===== src/rtl/syscall_panel_pkg.sv =====
`default_nettype none
// ============================================================================
// Module      : syscall_panel_pkg
// Description : Shared constants for the syscall panel. It holds the segment
//               bit positions inside the 8-bit {dp,g,f,e,d,c,b,a} cathode bus
//               and the active-low hex-to-7-segment table for digits 0-F.
// Revision    : 1.0 - initial release
// ============================================================================
package syscall_panel_pkg;

  // Bit positions of the segments inside the seg output bus
  localparam int c_SEG_A  = 0;
  localparam int c_SEG_B  = 1;
  localparam int c_SEG_C  = 2;
  localparam int c_SEG_D  = 3;
  localparam int c_SEG_E  = 4;
  localparam int c_SEG_F  = 5;
  localparam int c_SEG_G  = 6;
  localparam int c_SEG_DP = 7;

  localparam int c_NUM_DIGITS = 8;

  // Active-low {g,f,e,d,c,b,a} patterns for 0-9, A, b, C, d, E, F
  localparam logic [6:0] c_HEX_SEG [16] = '{
    7'h40, 7'h79, 7'h24, 7'h30, 7'h19, 7'h12, 7'h02, 7'h78,
    7'h00, 7'h10, 7'h08, 7'h03, 7'h46, 7'h21, 7'h06, 7'h0E
  };

endpackage : syscall_panel_pkg
`default_nettype wire


===== src/rtl/syscall_panel_hex7seg.sv =====
`default_nettype none
// ============================================================================
// Module      : hex7seg
// Description : Combinational hex nibble to active-low 7-segment decoder.
// Ports       : i_hex - 4-bit nibble to display
//               o_seg - {g,f,e,d,c,b,a} cathodes, active-low
// Revision    : 1.0 - initial release
// ============================================================================
module hex7seg
  import syscall_panel_pkg::*;
(
  input  logic [3:0] i_hex,
  output logic [6:0] o_seg
);

  assign o_seg = c_HEX_SEG[i_hex];

endmodule : hex7seg
`default_nettype wire


===== src/rtl/syscall_panel.sv =====
`default_nettype none
// ============================================================================
// Module      : syscall_panel
// Description : Front panel for a CPU that halts on SYSCALL. It debounces the
//               GO push-button into a single resume pulse and multiplexes the
//               32-bit display word over eight 7-segment digits.
// Ports       : clk        - system clock, rising edge
//               CLR_n      - asynchronous active-low reset
//               display    - word shown on the digits (captured while halt=1)
//               halt       - CPU halted, waiting for GO
//               btn_go     - raw push-button, high = pressed
//               GO         - one-cycle resume pulse
//               an         - digit anodes, active-low
//               seg        - {dp,g,f,e,d,c,b,a} cathodes, active-low
//               halted_led - halt delayed one cycle
// Config      : define SYSCALL_PANEL_LZB_EN to blank leading-zero digits.
// Revision    : 1.0 - initial release
// ============================================================================
module syscall_panel
  import syscall_panel_pkg::*;
#(
  parameter int CLK_DIV      = 50000,
  parameter int DEBOUNCE_CYC = 500000
)
(
  input  logic        clk,
  input  logic        CLR_n,
  input  logic [31:0] display,
  input  logic        halt,
  input  logic        btn_go,
  output logic        GO,
  output logic [7:0]  an,
  output logic [7:0]  seg,
  output logic        halted_led
);

  localparam int                  c_PRE_W   = $clog2(CLK_DIV);
  localparam int                  c_DB_W    = $clog2(DEBOUNCE_CYC);
  localparam logic [c_PRE_W-1:0]  c_PRE_LAST = c_PRE_W'(CLK_DIV - 1);
  localparam logic [c_DB_W-1:0]   c_DB_LAST  = c_DB_W'(DEBOUNCE_CYC - 1);

  logic               r_sync0;
  logic               r_sync1;
  logic [1:0]         r_prime;
  logic               r_stable;
  logic               r_stable_d;
  logic [c_DB_W-1:0]  r_db_cnt;
  logic               r_arm;
  logic               r_go;
  logic [31:0]        r_shadow;
  logic [c_PRE_W-1:0] r_pre;
  logic [2:0]         r_idx;
  logic [7:0]         r_an;
  logic [7:0]         r_seg;
  logic               r_halted;

  logic               w_rise;
  logic [3:0]         w_nib;
  logic [6:0]         w_seg7;
  logic               w_dp_on;
  logic               w_digit_on;
  logic [7:0]         w_an;
  logic [7:0]         w_seg;

  assign w_rise  = r_stable & ~r_stable_d;
  assign w_nib   = r_shadow[{r_idx, 2'b00} +: 4];
  assign w_dp_on = (r_idx == 3'd0) & halt;

  hex7seg u_hex7seg (
    .i_hex (w_nib),
    .o_seg (w_seg7)
  );

`ifdef SYSCALL_PANEL_LZB_EN
  // Highest digit holding a non-zero nibble; digit 0 stays lit for a zero word
  logic [2:0] w_msd;
  always_comb begin
    w_msd = 3'd0;
    for (int i = 1; i < c_NUM_DIGITS; i++) begin
      if (r_shadow[4*i +: 4] != 4'h0) w_msd = 3'(i);
    end
  end
  assign w_digit_on = (r_idx <= w_msd);
`else
  assign w_digit_on = 1'b1;
`endif

  always_comb begin
    w_an  = 8'hFF;
    w_seg = 8'hFF;
    if (w_digit_on) begin
      w_an[r_idx]              = 1'b0;
      w_seg[c_SEG_G:c_SEG_A]   = w_seg7;
      w_seg[c_SEG_DP]          = ~w_dp_on;
    end
  end

  // Button path: synchronizer, debounce, arm and GO generation
  always_ff @(posedge clk or negedge CLR_n) begin
    if (!CLR_n) begin
      r_sync0    <= 1'b0;
      r_sync1    <= 1'b0;
      r_prime    <= 2'b00;
      r_stable   <= 1'b0;
      r_stable_d <= 1'b0;
      r_db_cnt   <= '0;
      r_arm      <= 1'b0;
      r_go       <= 1'b0;
    end else begin
      r_sync0    <= btn_go;
      r_sync1    <= r_sync0;
      // r_sync1 only reflects the real button two cycles after reset release
      r_prime    <= {r_prime[0], 1'b1};
      r_stable_d <= r_stable;

      if (r_sync1 != r_stable) begin
        if (r_db_cnt == c_DB_LAST) begin
          r_stable <= ~r_stable;
          r_db_cnt <= '0;
        end else begin
          r_db_cnt <= r_db_cnt + 1'b1;
        end
      end else begin
        r_db_cnt <= '0;
      end

      // Arming requires an observed release, so a button held through reset
      // cannot fire. Every debounced press consumes the arm, used or not.
      r_go <= 1'b0;
      if (w_rise) begin
        r_go  <= r_arm & halt;
        r_arm <= 1'b0;
      end else if (!r_stable && !r_sync1 && r_prime[1]) begin
        r_arm <= 1'b1;
      end
    end
  end

  // Display path: shadow capture, scan prescaler and registered digit drive
  always_ff @(posedge clk or negedge CLR_n) begin
    if (!CLR_n) begin
      r_shadow <= '0;
      r_pre    <= '0;
      r_idx    <= 3'd0;
      r_an     <= 8'hFF;
      r_seg    <= 8'hFF;
      r_halted <= 1'b0;
    end else begin
      if (halt) r_shadow <= display;
      if (r_pre == c_PRE_LAST) begin
        r_pre <= '0;
        r_idx <= r_idx + 3'd1;
      end else begin
        r_pre <= r_pre + 1'b1;
      end
      r_an     <= w_an;
      r_seg    <= w_seg;
      r_halted <= halt;
    end
  end

  assign GO         = r_go;
  assign an         = r_an;
  assign seg        = r_seg;
  assign halted_led = r_halted;

endmodule : syscall_panel
`default_nettype wire


===== config.mk =====
export PLATFORM = sky130hd
export DESIGN_NAME = syscall_panel
export DESIGN_NICKNAME = d
export VERILOG_FILES = /design/src/rtl/syscall_panel_pkg.sv /design/src/rtl/syscall_panel_hex7seg.sv /design/src/rtl/syscall_panel.sv
export SDC_FILE = /design/constraint.sdc
export NUM_CORES = 1
export LEC_CHECK = 0
export BUFFER_PORTS_ARGS = -buffer_cell sky130_fd_sc_hd__buf_4
export CAP_MARGIN = 20
export CORE_ASPECT_RATIO = 0.7
export CORE_MARGIN = 4
export CORE_UTILIZATION = 50
export DETAILED_ROUTE_END_ITERATION = 16
export GPL_TIMING_DRIVEN = 0
export PLACE_DENSITY = 0.8
export SLEW_MARGIN = 20
export SYNTH_ARGS = -nofsm -noshare
export SYNTH_HDL_FRONTEND = slang
export SYNTH_SLANG_ARGS = --single-unit

===== constraint.sdc =====
create_clock -name clk -period 3.3 [get_ports clk]
set_input_delay 0.66 -clock clk [delete_from_list [all_inputs] [get_ports clk]]
set_output_delay 0.66 -clock clk [all_outputs]
set_load 0.02 [all_outputs]

==> After elaboration in Yosys (flattened, before gate mapping) <==
Memories as Yosys holds them, arrays and structs flattened. A register that Yosys moved wholly into a read port is not among the register bits.
Index checks and enable logic that the tools add are counted.
{ "word_totals": {"romBits": 112, "register_bits": 95, "input_bits": 36, "mem_count": 1, "word_cells": 52} }
{ "memory_table": {"columns": ["memory", "depth", "width", "rd", "rd_clocked_by_memory_dff", "wr", "line", "text"], "rows": [
  ["(name not given)", 16, 7, 1, 1, 0, "syscall_panel_hex7seg.sv:16", "assign o_seg = c_HEX_SEG[i_hex];"]
]} }
{ "classes": {"bitwise_logic": 8, "add_sub_neg": 3, "reduce_logical": 9, "eq_ne": 3, "magnitude_cmp": 3, "n_shift": 1, "n_mux": 10} }
{ "ops": {"columns": ["cell", "count"], "rows": [
  ["$mux W19", 2],
  ["$shiftx A32 B6 Y4", 1],
  ["$add A19 B1 Y19 const B", 1],
  ["$eq A19 B19 Y1 const B", 1],
  ["$add A16 B1 Y16 const B", 1],
  ["$eq A16 B16 Y1 const B", 1],
  ["$mux W16", 1],
  ["$mux W7", 2],
  ["$not A8 Y8", 1],
  ["$ge A5 B5 Y1 const B", 1],
  ["$not A4 Y5", 1],
  ["$lt A3 B4 Y1 const B", 1],
  ["$mux W1", 4],
  ["$add A3 B1 Y3 const B", 1],
  ["$and A1 B1 Y1", 3],
  ["$demux W1 S3", 1],
  ["$ge A3 B1 Y1 const B", 1],
  ["$logic_and A1 B1 Y1", 3],
  ["$logic_not A1 Y1", 3],
  ["$logic_not A3 Y1", 1],
  ["$not A1 Y1", 3],
  ["$reduce_and A2 Y1", 1],
  ["$reduce_bool A2 Y1", 1],
  ["$ne A1 B1 Y1", 1]
]} }

==> Longest topological paths before layout <==
{ "depth": {"depth_word": 5, "ltp_mapped": 10, "depth_no_buf": 9} }

==> By module <==
A second synthesis with hierarchy kept.
{ "unflattened": {"cells_unflattened": 374, "hier_area_um2": 4370.4} }
{ "by_module_without_submodules": {"columns": ["mod", "area_per_inst_um2", "instances", "cells_each"], "rows": [
  ["syscall_panel", 4095.2, 1, 342],
  ["hex7seg", 275.3, 1, 32]
]} }

==> Least setup slack after synthesis <==
OpenSTA, ideal clock, no wires.
{ "synth_timing": {"kind": "register -> register", "startpoint": "register r_idx[0]", "endpoint": "register r_seg[5] (netlist: seg[5])", "path_buffers": 1, "arrival_ns": 1.956, "setup_time_ns": 0.079, "t_required_ns": 3.221, "stages_incl_launch_ff": 9, "slack_ns": 1.265, "path_cell_list": "dfrtp_1 -> buf_6 -> mux4_1 -> mux2i_2 -> inv_2 -> ha_1 -> nand2_4 -> o21ai_2 -> a22o_1"} }
{ "synth_via": {"elab_chain_len": 2} }
{ "synth_lines": {"columns": ["item", "line", "text"], "rows": [
  ["from (decl)", "syscall_panel.sv:52", "logic [2:0] r_idx;"],
  ["from (signal assigned)", "syscall_panel.sv:152", "r_idx <= r_idx + 3'd1;"],
  ["$shiftx A32 B6 Y4", "syscall_panel.sv:66", "assign w_nib = r_shadow[{r_idx, 2'b00} +: 4];"],
  ["$not A4 Y5 (not written as such)", "syscall_panel_hex7seg.sv:16", null],
  ["to (decl)", "syscall_panel.sv:54", "logic [7:0] r_seg;"]
]} }
No other way between the ends.
A chain may end at the register's enable or synchronous reset.

==> Worst setup path in the final report <==
Same ends and word-level chain as after synthesis.

==> reports/metrics.csv <==
metric,value,unit
status,completed,
cts_resized,0,
core_area,8040,um2
cts_setup_buffers,0,
fin_nets,454,
synth_enable_flop_cells,0,
h-tree-depth,3,
period_minus_slack,2.32,ns
antenna_found_initial,0,
power_density,507,nW/um2
grt_pass1_vias,2938,
ios,54,
synth_area_per_cell,12.3,um2
synth_compound_area_share,3.28,%
synthXorXnorAreaFrac,6.83,%
chipWidth,118,um
synth_top_area_share,46.7,%
max_stage_delay,0.60,ns
cts_buffers,9,
crit_slowest_cell,mux4_1,
yosysSeqAreaShare,56.7,%
grt_pass1_wl,14.6,mm
drv_cap,0,
critPathBufInv,2,
fin_skew,0.00742,ns
fin_cells,514,
yosys_warnings,0,
p_total,2.58,mW
io_buffers,53,
wire_per_inst,16.4,um
gp_congestion,0.838,
post-synth-top-area-cell,dfrtp_1,
cts_tree,done,
die_h,84.9,um
critical_path.cell_chain,buf_6 > mux4_1 > mux2i_2 > inv_2 > ha_1 > nand2_4 > o21ai_2 > a22o_1,
setup_viol,0,
track_usage,18.4,%
cp_max_fo,10,
fin_area,5090,um2
synth-adder-area-share,2.96,%
wl,8.41,mm
start_util,52.6,%
syn_area,4230,um2
hold_class,input pin to asynchronous set/reset pin,
synth_area_leaders,"dfrtp_1 (47%), dfstp_2 (9.9%), mux2_2 (8.8%)",
worstSetupPathType,flop to flop,
period_share,70.2,%
synth_top_flop_cell,dfrtp_1,
detail-route-antenna-nets,0,
drive_above_1_share,33.7,%
dieArea,10000,um2
hpwlAfterDp,6.03,mm
clock_sink_count,95,
ctsHoldBuffers,0,
final_core_util,63.3,%
max_freq,0.432,GHz
drtPass1Iterations,4,
syn-instance-count,343,
cp.arrival,2.59,ns
muxShareOfSynthArea,14.0,%
viasPerCell,5.36,
drv_slew,0,
multiInputGateArea,1730,um2
synth_cell_type_count,49,
synth_nets,389,
fin_ws,0.983,ns
synth-seq-cells,95,
hold_violations,0,
critPathCaptureType,flop,
area_growth,20.3,%
holdWs,0.274,ns
vdd_ir_drop_max,0.277,mV
startpoint_type,flop,
rsz0062_at_grt,no,
fillers,629,
synth_top_family_by_area,multiplexers,
worstPathRequired,3.57,ns
rows,27,
num_antenna_cells,0,
vias,2756,
cts.clk_slew.worst_paths,0.07,ns
root_buffer,clkbuf_16,
tightest_slew,0.909,ns
slew_headroom,38.8,%
finalSetupTns,0,ns
clock_path_buffers,2,
async_flop_share,100,%
regArea,2400,um2
r2r_start,r_idx[0],
place_inst,498,
leakage,2.23,nW
grt_overflow_total,0,
drcViolationCount,0,
grt_max_degree,62,
placed_area,4780,um2
place_ws,0.992,ns
synthSimpleGateAreaFrac,13.8,%
crit_family,multiplexers,
drt_iter0_drc,196,
startpoint,r_idx[0],
worstSkewPairLatency,0.34,ns
-- layout by cell type (no fill, tap or decap), types with 3 or more instances in the layout --
| cell type | instances |
|---|---|
| dfrtp_1 | 79 |
| buf_4 | 55 |
| nor2_1 | 40 |
| mux2_2 | 33 |
| nand2_1 | 25 |
| xor2_1 | 19 |
| nand3_1 | 16 |
| dfstp_2 | 16 |
| xnor2_1 | 14 |
| inv_1 | 11 |
| ha_1 | 10 |
| clkbuf_16 | 9 |
| and3_1 | 7 |
| nand4_1 | 6 |
| clkbuf_1 | 5 |
| o21ai_0 | 4 |
| nor3_1 | 4 |
| inv_2 | 3 |
| mux2i_1 | 3 |
| mux4_1 | 3 |
| mux4_2 | 3 |
| nor4_1 | 3 |
| inv_6 | 3 |
-- logic make-up (layout without fill, tap and decap cells) --
| kind of cell | after synthesis | after routing |
|---|---|---|
| and+or+nand+nor | 117 | 117 |
| DFF | 95 | 95 |
| muxes | 45 | 45 |
| xor gates and xnor gates | 33 | 33 |
| buffers and inverters | 23 | 93 |
| AOI/OAI and AO/OA | 19 | 19 |
| adders and majority gates | 10 | 10 |
| other | 1 | 1 |
-- registers in the layout (all words and copies together) (netlist names), 2 cells and up --
name	cells
r_db_cnt	19
r_shadow	32
r_prime	2
r_idx	3
an	8
seg	8
r_pre	16
-- worst reg2reg max path, stage by stage, from the launching register on --
cell and delay, ns:
dfrtp_1 0.41, buf_6 0.18, mux4_1 0.60, mux2i_2 0.36, inv_2 0.09, ha_1 0.25
nand2_4 0.09, o21ai_2 0.05, a22o_1 0.23
-- where the power goes --
group          internal [mW]  switching [mW]
Clock                  0.616           0.445
Combinational          0.126           0.126
Sequential              1.24          0.0284
Total                   1.98           0.600
-- cells in the mapped netlist, drive strengths merged (2+ instances only) --
master	n
o2bb2ai	2
xor2	19
o21ai	6
dfstp	16
nand3	16
mux2i	5
a21oi	2
nor4	4
mux2	34
dfrtp	79
mux4	6
xnor2	14
buf	5
nor2b	2
nor3	4
nand2	26
o31ai	2
or2	2
and3	8
a32o	2
clkbuf	4
or4bb	2
nand4	6
ha	10
nor2	41
and2	2
inv	14
-- layer usage --
metal	vias up	share of wire, %	track usage [%]
met1	1385	48	24.8
met4	0	1.7	5.53
met5	-	0	0
met3	14	3.8	5.46
li1	1307	-	-
met2	50	46	29.1
-- path summary, 6_finish.rpt --
path                               to  slack, ns  cells after the start
hold reg to reg            r_prime[1]       0.35                      0
setup / recovery               seg[5]       0.98                      8
setup reg to reg               seg[5]       0.98                      8
max in group asynchronous       an[4]       2.33                      2
hold / removal             halted_led       0.27                      1
min in group clk           r_prime[1]       0.35                      0
-- final cells by class --
cell class	instances	share of cell area (%)
buffer	9	0.984
inverter	14	1.03
sequential	95	47.1
timing repair buffer	54	8.36
multi-input combinational	225	34.0
clock inverter	5	1.25
clock buffer	11	4.77
tap	101	2.48
Power figures use the tool's default switching activity.
